**src/rtl/beep_pkg.sv**
```systemverilog
// Shared types and constants for the beep scheduler: FSM state encoding,
// the per-requester beep pattern record and its constant table, and the
// priority pick helper. Optional feature macro used by the top: BEEP_PREEMPT_EN.
package beep_pkg;

  localparam int NREQ = 4;
  localparam int CW   = 10;
  localparam int HW   = 2;

  typedef enum logic [1:0] {
    ST_IDLE = 2'd0,
    ST_TONE = 2'd1,
    ST_GAP  = 2'd2,
    ST_DONE = 2'd3
  } state_e;

  typedef struct packed {
    logic [HW-1:0] half;
    logic [1:0]    nbeep;
    logic [CW-1:0] on;
    logic [CW-1:0] gap;
  } pat_t;

  // Index 0 start, 1 hit, 2 miss, 3 game over
  localparam pat_t [NREQ-1:0] PAT_TAB = {
    pat_t'{half: 2'd1, nbeep: 2'd1, on: 10'd1000, gap: 10'd0},
    pat_t'{half: 2'd2, nbeep: 2'd3, on: 10'd150,  gap: 10'd50},
    pat_t'{half: 2'd2, nbeep: 2'd2, on: 10'd100,  gap: 10'd100},
    pat_t'{half: 2'd1, nbeep: 2'd1, on: 10'd200,  gap: 10'd0}
  };

  // Highest set index wins; returns 0 for an empty vector
  function automatic logic [1:0] hi_idx(input logic [NREQ-1:0] v);
    logic [1:0] r;
    r = 2'd0;
    for (int i = 0; i < NREQ; i++) begin
      if (v[i]) r = 2'(i);
    end
    return r;
  endfunction

endpackage

```
**src/rtl/beep_sched_if.sv**
```systemverilog
// Game-logic <-> beep scheduler bundle: request pulses and mute in,
// buzzer drive and status out.
interface beep_sched_if;
  import beep_pkg::*;

  logic [NREQ-1:0] req;
  logic            mute;
  logic            beep;
  logic            busy;
  logic [1:0]      grant;
  logic            over;

  modport master (output req, mute, input beep, busy, grant, over);
  modport slave  (input req, mute, output beep, busy, grant, over);

endinterface

```
**src/rtl/beep_tone_gen.sv**
```systemverilog
// Square-wave divider: output toggles every half_i enabled cycles.
// clr_i restarts the wave at phase 0. tone_d_o exposes the next value so
// the owner can register a derived output aligned with the phase register.
module beep_tone_gen
  import beep_pkg::*;
(
  input  logic          clk,
  input  logic          rst,
  input  logic          clr_i,
  input  logic          en_i,
  input  logic [HW-1:0] half_i,
  output logic          tone_d_o
);

  logic          phase_q, phase_d;
  logic [HW-1:0] cnt_q, cnt_d;

  // Next phase/count: restart on clear, toggle when the half period expires
  always_comb begin
    phase_d = phase_q;
    cnt_d   = cnt_q;
    if (clr_i) begin
      phase_d = 1'b0;
      cnt_d   = '0;
    end else if (en_i) begin
      if (cnt_q == half_i - HW'(1)) begin
        cnt_d   = '0;
        phase_d = ~phase_q;
      end else begin
        cnt_d = cnt_q + HW'(1);
      end
    end
  end

  // Divider state registers
  always_ff @(posedge clk) begin
    if (rst) begin
      phase_q <= 1'b0;
      cnt_q   <= '0;
    end else begin
      phase_q <= phase_d;
      cnt_q   <= cnt_d;
    end
  end

  assign tone_d_o = phase_d;

endmodule

```
**src/rtl/beep_sched.sv**
```systemverilog
// Beep scheduler top: latches request pulses, serves the highest pending
// requester, and plays its pattern (tone bursts and gaps) on the buzzer.
// Optional macro BEEP_PREEMPT_EN: a higher pending request aborts the
// running pattern (no over pulse) and is granted from IDLE.
module beep_sched
  import beep_pkg::*;
(
  input  logic         clk,
  input  logic         rst,
  beep_sched_if.slave  bus
);

  state_e          state_q, state_d;
  logic [1:0]      grant_q, grant_d;
  logic [NREQ-1:0] pend_q, pend_d;
  logic [CW-1:0]   cnt_q, cnt_d;
  logic [1:0]      nb_q, nb_d;
  logic            beep_q, beep_d;
  logic [NREQ-1:0] clr_mask;
  logic            tone_clr;
  logic            tone_d;
  logic [1:0]      pick;
  pat_t            pat;

  assign pat  = PAT_TAB[grant_q];
  assign pick = hi_idx(pend_q);

  beep_tone_gen u_tone (
    .clk      (clk),
    .rst      (rst),
    .clr_i    (tone_clr),
    .en_i     (state_q == ST_TONE),
    .half_i   (pat.half),
    .tone_d_o (tone_d)
  );

  // Pattern sequencer: next state, counters, grant and pending clear
  always_comb begin
    state_d  = state_q;
    grant_d  = grant_q;
    cnt_d    = cnt_q;
    nb_d     = nb_q;
    clr_mask = '0;
    tone_clr = 1'b0;
    case (state_q)
      ST_IDLE: begin
        if (|pend_q) begin
          grant_d        = pick;
          clr_mask[pick] = 1'b1;
          state_d        = ST_TONE;
          cnt_d          = '0;
          nb_d           = '0;
          tone_clr       = 1'b1;
        end
      end
      ST_TONE: begin
        if (cnt_q == pat.on - CW'(1)) begin
          cnt_d = '0;
          if (nb_q != pat.nbeep - 2'd1) begin
            if (pat.gap != '0) begin
              state_d = ST_GAP;
            end else begin
              nb_d     = nb_q + 2'd1;
              tone_clr = 1'b1;
            end
          end else begin
            state_d = ST_DONE;
          end
        end else begin
          cnt_d = cnt_q + CW'(1);
        end
      end
      ST_GAP: begin
        if (cnt_q == pat.gap - CW'(1)) begin
          cnt_d    = '0;
          nb_d     = nb_q + 2'd1;
          state_d  = ST_TONE;
          tone_clr = 1'b1;
        end else begin
          cnt_d = cnt_q + CW'(1);
        end
      end
      default: begin
        state_d = ST_IDLE;
      end
    endcase
`ifdef BEEP_PREEMPT_EN
    if ((state_q == ST_TONE || state_q == ST_GAP) && (|pend_q) && (pick > grant_q)) begin
      state_d  = ST_IDLE;
      cnt_d    = '0;
      nb_d     = '0;
      tone_clr = 1'b0;
    end
`endif
  end

  // New requests win over the grant clear, so a request during grant replays
  assign pend_d = (pend_q & ~clr_mask) | bus.req;

  // Buzzer drive is registered and aligned with the state it belongs to
  assign beep_d = tone_d & ~bus.mute & (state_d == ST_TONE);

  // Control and output registers
  always_ff @(posedge clk) begin
    if (rst) begin
      state_q <= ST_IDLE;
      grant_q <= '0;
      pend_q  <= '0;
      cnt_q   <= '0;
      nb_q    <= '0;
      beep_q  <= 1'b0;
    end else begin
      state_q <= state_d;
      grant_q <= grant_d;
      pend_q  <= pend_d;
      cnt_q   <= cnt_d;
      nb_q    <= nb_d;
      beep_q  <= beep_d;
    end
  end

  assign bus.beep  = beep_q;
  assign bus.busy  = (state_q != ST_IDLE);
  assign bus.grant = grant_q;
  assign bus.over  = (state_q == ST_DONE);

endmodule

```
**src/flat_wrapper.sv**
```systemverilog
// flat-port wrapper written by rule: the top's interface ports become plain ports
module beep_sched_flat import beep_pkg::*;
  (clk, rst, bus_req, bus_mute, bus_beep, bus_busy, bus_grant, bus_over);
  beep_sched_if bus_i ();
  input  logic clk;
  input  logic rst;
  input wire logic [$bits(bus_i.req)-1:0] bus_req;
  input wire logic [$bits(bus_i.mute)-1:0] bus_mute;
  output wire logic [$bits(bus_i.beep)-1:0] bus_beep;
  output wire logic [$bits(bus_i.busy)-1:0] bus_busy;
  output wire logic [$bits(bus_i.grant)-1:0] bus_grant;
  output wire logic [$bits(bus_i.over)-1:0] bus_over;
  assign bus_i.req = bus_req;
  assign bus_i.mute = bus_mute;
  assign bus_beep = bus_i.beep;
  assign bus_busy = bus_i.busy;
  assign bus_grant = bus_i.grant;
  assign bus_over = bus_i.over;
  beep_sched u_core (.clk(clk), .rst(rst), .bus(bus_i));
endmodule
```
**config.mk**
```make
export PLATFORM = sky130hd
export DESIGN_NAME = beep_sched_flat
export DESIGN_NICKNAME = d
export VERILOG_FILES = /design/src/rtl/beep_pkg.sv /design/src/rtl/beep_sched_if.sv /design/src/rtl/beep_tone_gen.sv /design/src/rtl/beep_sched.sv /design/src/flat_wrapper.sv
export SDC_FILE = /design/constraint.sdc
export NUM_CORES = 1
export LEC_CHECK = 0
export CORE_UTILIZATION = 45
export CTS_CLUSTER_SIZE = 24
export DETAILED_ROUTE_END_ITERATION = 16
export GPL_TIMING_DRIVEN = 0
export PLACE_DENSITY_LB_ADDON = 0.2
export SLEW_MARGIN = 10
export SYNTH_ARGS = -nofsm -noshare
export SYNTH_HDL_FRONTEND = slang
export SYNTH_SLANG_ARGS = --single-unit
export TNS_END_PERCENT = 100
```
**constraint.sdc**
```tcl
create_clock -name clk -period 2.1 [get_ports clk]
set_input_delay 0.315 -clock clk [delete_from_list [all_inputs] [get_ports clk]]
set_output_delay 0.315 -clock clk [all_outputs]
set_load 0.02 [all_outputs]
```
==> run_results.csv, run 1 <==
group,metric,value,unit
logic_synthesis,yosysSeqAreaShare,31.6,%
hold_path,min_path_type,"flip-flop to flip-flop",
power_and_ir_drop,power.total,1.24,mW
sta,hold_violations,0,
layout,drive_gt1_share,20.1,%
layout,fillers,279,
grt,grt_pass1_wl,6130,um
logic_synthesis,synth_top_family_by_area,"compound AO/OA/AOI/OAI gates",
die,num_rows,20,
logic_synthesis,yosys-top-cells-area,"dfxtp_1 32%, xnor2_1 7.5%, ha_1 7.4%, a211oi_1 5.9%, a21oi_1 4.6%",
setup_path,start_kind,"flip-flop",
place,place.detailed.hpwl,2630,um
logic_synthesis,synth_common_cells,"24 x dfxtp_1, 15 x inv_1, 14 x a21oi_1",
die,coreArea,3130,um^2
setup_path,reg2reg_from,"u_core.bus.grant[1]$_SDFFE_PP0P_",
hold_path,worstHoldEndpoint,"u_core.nb_q[1]$_SDFFE_PP0P_",
logic_synthesis,synth.avg_cell_area,8.75,um^2
die,fp.dieH,60.2,um
hold_path,hold_start,"u_core.nb_q[1]$_SDFFE_PP0P_",
setup_path,rr_endpoint,"u_core.bus.beep$_SDFF_PP0_",
grt,grt_max_degree,15,
sta,fin_skew,0.00790,ns
detailed_routing,drcViolationCount,0,
sta,tightest_slew,0.740,ns
logic_synthesis,synthSimpleGateAreaFrac,19.1,%
sta,layout_setup_ws,-0.00741,ns
logic_synthesis,synth_cell_types,45,
detailed_routing,wl_met3,136,um
die,start_util,48.7,%
sta,hold-worst-slack,0.503,ns
detailed_routing,routed_wl,3810,um
sta,finalCriticalPeriod,2.11,ns
power_and_ir_drop,p_leak,0.639,nW
cts,root_buffer,"clkbuf_4",
detailed_routing,postRouteAntennaNets,0,
detailed_routing,met2_length,1950,um
die,io_pins,12,
detailed_routing,wl_met1,1640,um
logic_synthesis,synth_most_common_cell,"dfxtp_1",
cts,clk_latency,0.33,ns
hold_path,holdPathStages,2,
cts,cts_sinks,24,
logic_synthesis,synth_fa_ha_area_share,7.40,%
cts,clk_pin_slew,0.14,ns
sta,post-route-period-util,100,%
setup_path,critPathKind,"flip-flop to flip-flop",
cts,cts_hold_buffers,0,
grt,grt-ovfl-total,0,
die,die_w,60.2,um
logic_synthesis,synthesis.nets,190,
setup_path,cp.arrival,2.36,ns
power_and_ir_drop,ir_worst_vdd,398,uV
setup_path,critPathMaxFanout,5,
detailed_routing,wire_per_inst,16.0,um
layout,num_antenna_cells,0,
grt,grtUsageTotal,23.0,%
detailed_routing,topRoutingLayerUsed,"met4",
detailed_routing,dr.pass1.iters,4,
layout,finalNetCount,211,
place,placement.io_buffers,11,
sta,slew_viol_final,0,
logic_synthesis,postSynthCellCount,174,
logic_synthesis,synth_edf_count,0,
flow_run,max_cap_viol_count,0,
logic_synthesis,synth-seq-cells,24,
grt,antenna_found_initial,0,
grt,grt_pass1_vias,1322,
logic_synthesis,synth_xor_area_share,9.78,%
die,dieArea,3620,um^2
logic_synthesis,mappedNetlistArea,1520,um^2
logic_synthesis,synth_area_leader_cell,"dfxtp_1",
logic_synthesis,muxShareOfSynthArea,1.31,%
sta,setup_violations,1,
cts,htree_levels,1,
setup_path,ff2ff_path_depth,6,
setup_path,crit_required,2.35,ns
sta,relSlewSlack,50.0,%
place,gp_congestion,0.894,
logic_synthesis,synth.top_cell.area_share,31.6,%
place,post-place-ws,-0.173,ns
cts,cts_tree,"yes",
cts,cts_buffers,3,
setup_path,rrSetupSlack,-0.007,ns
detailed_routing,routed_via_density,5.84,
detailed_routing,vias,1389,
outcome,violations,"setup timing",
power_and_ir_drop,p_per_area,644,nW/um^2
sta,grt_setup_unrepaired,"true",
logic_synthesis,synth_compound_area_share,26.2,%
detailed_routing,dr.first_iter.drc_count,69,
cts,clock_path_buffers,2,
logic_synthesis,ys_dominant_reg_cell,"dfxtp_1",
logic_synthesis,ys_warn_count,0,
setup_path,end_kind,"flip-flop",
outcome,status,"finished with violations",
sta,clock.fmax,0.475,GHz
layout,syn_to_final_growth,26.8,%
logic_synthesis,synthArstFlopShare,0,%
placed cells by master (no fill, tap or decap), types with 3 or more instances in the layout:
master | Yosys | final
a21oi_1 | 14 | 12
dfxtp_4 | 0 | 3
buf_4 | 0 | 4
or3_1 | 4 | 3
nor3_1 | 8 | 8
xor2_1 | 4 | 4
ha_2 | 0 | 3
nand2_1 | 6 | 6
clkdlybuf4s50_1 | 0 | 10
clkbuf_4 | 0 | 3
inv_1 | 15 | 13
nand4_1 | 4 | 4
dfxtp_1 | 24 | 20
nor2_1 | 10 | 10
nand3_1 | 4 | 4
ha_1 | 9 | 4
xnor2_1 | 13 | 11
a211oi_1 | 12 | 11
o21ai_0 | 4 | 4
clkbuf_1 | 4 | 4
kinds of logic after synthesis:
kind of cell / count (synthesis)
xor+xnor: 17
compound gates: 52
flops: 24
fa+ha+maj: 9
mux: 2
buf+inv: 19
simple gates: 51
repair_timing:
item	4_1_cts	5_1_grt
gates cloned	0	0
pin swaps	7	3
gates resized for setup	15	7
setup endpoints to repair	18	18
buffers inserted	5	0
power breakdown:
group | internal, mW | leakage [nW] | total (mW) | switching [mW]
Sequential | 0.480 | 0.198 | 0.515 | 0.0347
Combinational | 0.168 | 0.413 | 0.384 | 0.215
Clock | 0.193 | 0.0279 | 0.345 | 0.152
registers in the layout, summed over array words and instances, names as in the netlist:
register,count
u_core.cnt_q,10
u_core.pend_q,4
u_core.bus.grant,2
u_core.nb_q,2
u_core.state_q,2
u_core.u_tone.cnt_q,2
u_core.bus.beep,1
u_core.u_tone.phase_q,1
metrics by stage:
step,cells,util (%),TNS [ns],area (um^2)
floorplan,174,-,0,1570
global placement,229,55.3,-1.37,1730
detailed placement,229,55.3,-1.93,1730
CTS,238,60.9,-0.0816,1910
global route,238,61.7,-0.397,1930
finish,238,61.7,-0.00741,1930
layout make-up:
| type | instances | area [um^2] | area share [%] |
|---|---|---|---|
| plain buffers | 4 | 15.0 | 0.778 |
| clock buffers | 3 | 22.5 | 1.17 |
| clock inverters | 1 | 30.0 | 1.56 |
| inverters | 15 | 58.8 | 3.05 |
| multi-input cells | 131 | 1100 | 56.8 |
| flip-flops and latches | 24 | 493 | 25.5 |
| well taps | 44 | 55.1 | 2.85 |
| repair buffers | 16 | 159 | 8.23 |
how the worst max path moves through the flow:
| stage | startpoint | to |
|---|---|---|
| 3_3_place_gp | u_core.state_q[0]$_SDFF_PP0_ | u_core.cnt_q[3]$_SDFFE_PP0P_ |
| 4_1_cts | u_core.bus.grant[1]$_SDFFE_PP0P_ | u_core.bus.beep$_SDFF_PP0_ |
| 3_5_place_dp | u_core.state_q[0]$_SDFF_PP0_ | u_core.cnt_q[3]$_SDFFE_PP0P_ |
| 5_1_grt | u_core.bus.grant[1]$_SDFFE_PP0P_ | u_core.bus.beep$_SDFF_PP0_ |
| 6_report | u_core.bus.grant[1]$_SDFFE_PP0P_ | u_core.bus.beep$_SDFF_PP0_ |
| 2_1_floorplan | u_core.bus.grant[1]$_SDFFE_PP0P_ | u_core.nb_q[1]$_SDFFE_PP0P_ |
per-layer routing:
metal / vias to the layer above / GRT usage (%)
met4: 0 / 9.30
met3: 6 / 2.16
met5: - / 0
met1: 668 / 29.4
li1: 683 / -
met2: 32 / 39.4
worst max-delay path, cell delays in order (launching register included):
cell     delay [ns]
dfxtp_4        0.40
ha_2           0.19
or3_4          0.35
a22oi_1        0.31
a31oi_1        0.17
o311a_1        0.38
nor4b_2        0.22
(Power assumes the default switching activity.)
==> inputs of run 2 (changes only) <==
--- a/config.mk
+++ b/config.mk
@@ -6,7 +6,6 @@
 export NUM_CORES = 1
 export LEC_CHECK = 0
 export CORE_UTILIZATION = 45
-export CTS_CLUSTER_SIZE = 24
 export DETAILED_ROUTE_END_ITERATION = 16
 export GPL_TIMING_DRIVEN = 0
 export PLACE_DENSITY_LB_ADDON = 0.2
==> results of run 2 <==
No change in the layout: final DEF, timing and power equal those of run 1.
==> inputs of run 3 (changes only) <==
--- a/config.mk
+++ b/config.mk
@@ -9,6 +9,7 @@
 export DETAILED_ROUTE_END_ITERATION = 16
 export GPL_TIMING_DRIVEN = 0
 export PLACE_DENSITY_LB_ADDON = 0.2
+export SKIP_LAST_GASP = 1
 export SLEW_MARGIN = 10
 export SYNTH_ARGS = -nofsm -noshare
 export SYNTH_HDL_FRONTEND = slang
==> run_results.csv, run 3 (synthesized netlist as in run 1, its figures left out) <==
group,metric,value,unit
outcome,status,"finished with violations",
outcome,violations,"setup timing",
setup_path,cpPeakStageDelay,0.53,ns
die,num_rows,20,
die,fp.dieH,60.2,um
grt,grt_pass1_vias,1322,
grt,grt-ovfl-total,0,
cts,clk_pin_slew,0.14,ns
setup_path,critPathKind,"flip-flop to flip-flop",
sta,clock.fmax,0.473,GHz
cts,cts_hold_buffers,0,
cts,cts_sinks,24,
layout,top_regs,"u_core.cnt_q (10), u_core.pend_q (4)",
die,start_util,48.7,%
place,post-place-ws,-0.173,ns
setup_path,startpoint,"u_core.bus.grant[0]$_SDFFE_PP0P_",
sta,slew_viol_final,0,
die,dieArea,3620,um^2
sta,hold_violations,0,
die,io_pins,12,
setup_path,end_kind,"flip-flop",
power_and_ir_drop,power.total,1.24,mW
sta,hold-worst-slack,0.508,ns
detailed_routing,dr.first_iter.drc_count,64,
place,place.detailed.hpwl,2630,um
setup_path,crit_required,2.31,ns
cts,cts_buffers,3,
setup_path,crit_buf_inv,1,
cts,root_buffer,"clkbuf_4",
detailed_routing,routed_wl,3810,um
layout,num_antenna_cells,0,
layout,syn_to_final_growth,27.4,%
setup_path,rr_endpoint,"u_core.nb_q[1]$_SDFFE_PP0P_",
detailed_routing,vias,1397,
detailed_routing,routed_via_density,5.82,
hold_path,min_path_type,"flip-flop to flip-flop",
die,coreArea,3130,um^2
sta,finalCriticalPeriod,2.11,ns
sta,relSlewSlack,51.5,%
place,dp_cells,229,
power_and_ir_drop,p_leak,0.648,nW
power_and_ir_drop,ir_worst_vdd,391,uV
setup_path,cpMaxStageDelayCell,"or4_4",
layout,largest_reg_flops,10,
layout,drive_gt1_share,19.9,%
setup_path,rrSetupSlack,-0.01,ns
setup_path,reg2reg_from,"u_core.bus.grant[0]$_SDFFE_PP0P_",
place,placement.io_buffers,11,
sta,grt_setup_unrepaired,"true",
grt,grtUsageTotal,23.0,%
setup_path,crit_cells,7,
setup_path,critPathMaxFanout,5,
setup_path,start_kind,"flip-flop",
setup_path,ff2ff_path_depth,7,
detailed_routing,postRouteAntennaNets,0,
cts,clk_latency,0.33,ns
sta,setup_violations,1,
detailed_routing,dr.pass1.iters,4,
sta,post-route-period-util,101,%
grt,antenna_found_initial,0,
layout,regMostFlops,"u_core.cnt_q",
layout,fin_util,62.0,%
setup_path,endpoint,"u_core.nb_q[1]$_SDFFE_PP0P_",
setup_path,crit_family,"compound AO/OA/AOI/OAI gates",
sta,tightest_slew,0.718,ns
grt,grt_max_degree,15,
layout,fin_cells,240,
grt,grt_pass1_wl,6130,um
die,die_w,60.2,um
layout,final_common_cell,"dfxtp_1",
detailed_routing,wire_per_inst,15.9,um
cts,htree_levels,1,
sta,fin_skew,0.00343,ns
layout,final_cell_mix,"21 x dfxtp_1, 13 x inv_1, 12 x a21oi_1",
place,gp_congestion,0.894,
power_and_ir_drop,p_per_area,642,nW/um^2
cts,clock_path_buffers,2,
cts,cts_tree,"yes",
layout,finalNetCount,213,
detailed_routing,drcViolationCount,0,
sta,layout_setup_ws,-0.0123,ns
layout,fillers,272,
setup_path,worstPathCellList,"inv_4, ha_4, xnor2_4, or4_4, o21a_4, o41ai_2, a21oi_1",
flow_run,max_cap_viol_count,0,
setup_path,cp.arrival,2.32,ns
==> run 3: worst min-delay path: cells and delay by family (launching register included) <==
family	cells	cell delay, ns
AO/OA/AOI/OAI	2	0.12
flip-flops	1	0.37
==> run 3: worst min path at each step <==
stage | slack (ns) | endpoint | cells after the start | from
finish | 0.51 | u_core.nb_q[1]$_SDFFE_PP0P_ | 2 | u_core.nb_q[1]$_SDFFE_PP0P_
global route | 0.52 | u_core.pend_q[0]$_SDFF_PP0_ | 3 | bus_req[0]
CTS | 0.51 | u_core.nb_q[1]$_SDFFE_PP0P_ | 2 | u_core.nb_q[1]$_SDFFE_PP0P_
detailed placement | 0.49 | u_core.nb_q[1]$_SDFFE_PP0P_ | 2 | u_core.nb_q[1]$_SDFFE_PP0P_
global placement | 0.49 | u_core.nb_q[1]$_SDFFE_PP0P_ | 2 | u_core.nb_q[1]$_SDFFE_PP0P_
floorplan | 0.39 | u_core.state_q[1]$_SDFF_PP0_ | 1 | rst
==> run 3: final cells by class <==
type / count / area, um^2 / share of cell area (%)
tap: 44 / 55.1 / 2.84
clock inverter: 1 / 30.0 / 1.55
timing repair buffer: 18 / 174 / 8.97
buffer: 4 / 15.0 / 0.774
clock buffer: 3 / 22.5 / 1.16
sequential: 24 / 492 / 25.4
multi-input combinational: 131 / 1090 / 56.2
inverter: 15 / 61.3 / 3.16
==> run 3: power by group <==
group | internal [mW] | leakage (nW) | total (mW) | switching, mW
Clock | 0.193 | 0.0279 | 0.345 | 0.152
Sequential | 0.480 | 0.197 | 0.516 | 0.0358
Combinational | 0.170 | 0.423 | 0.384 | 0.214
Total | 0.843 | 0.648 | 1.24 | 0.402
==> run 3: timing repair <==
action                                  in CTS  in global routing
buffers inserted                             5                  2
gates resized for setup                     12                  9
endpoints found under the setup margin      18                 18
pin swaps                                    7                  9
==> run 3: layer usage <==
metal | vias to the layer above | routed length, um | global-route usage (%)
met4 | 0 | 57 | 9.30
met3 | 4 | 185 | 2.16
li1 | 690 | - | -
met2 | 32 | 1900 | 39.2
met5 | - | 0 | 0
met1 | 671 | 1660 | 29.5
==> run 3: stage by stage <==
step | TNS (ns) | area, um^2
floorplan | 0 | 1570
global placement | -1.37 | 1730
detailed placement | -1.93 | 1730
CTS | -0.104 | 1900
global route | -0.675 | 1940
finish | -0.0123 | 1940
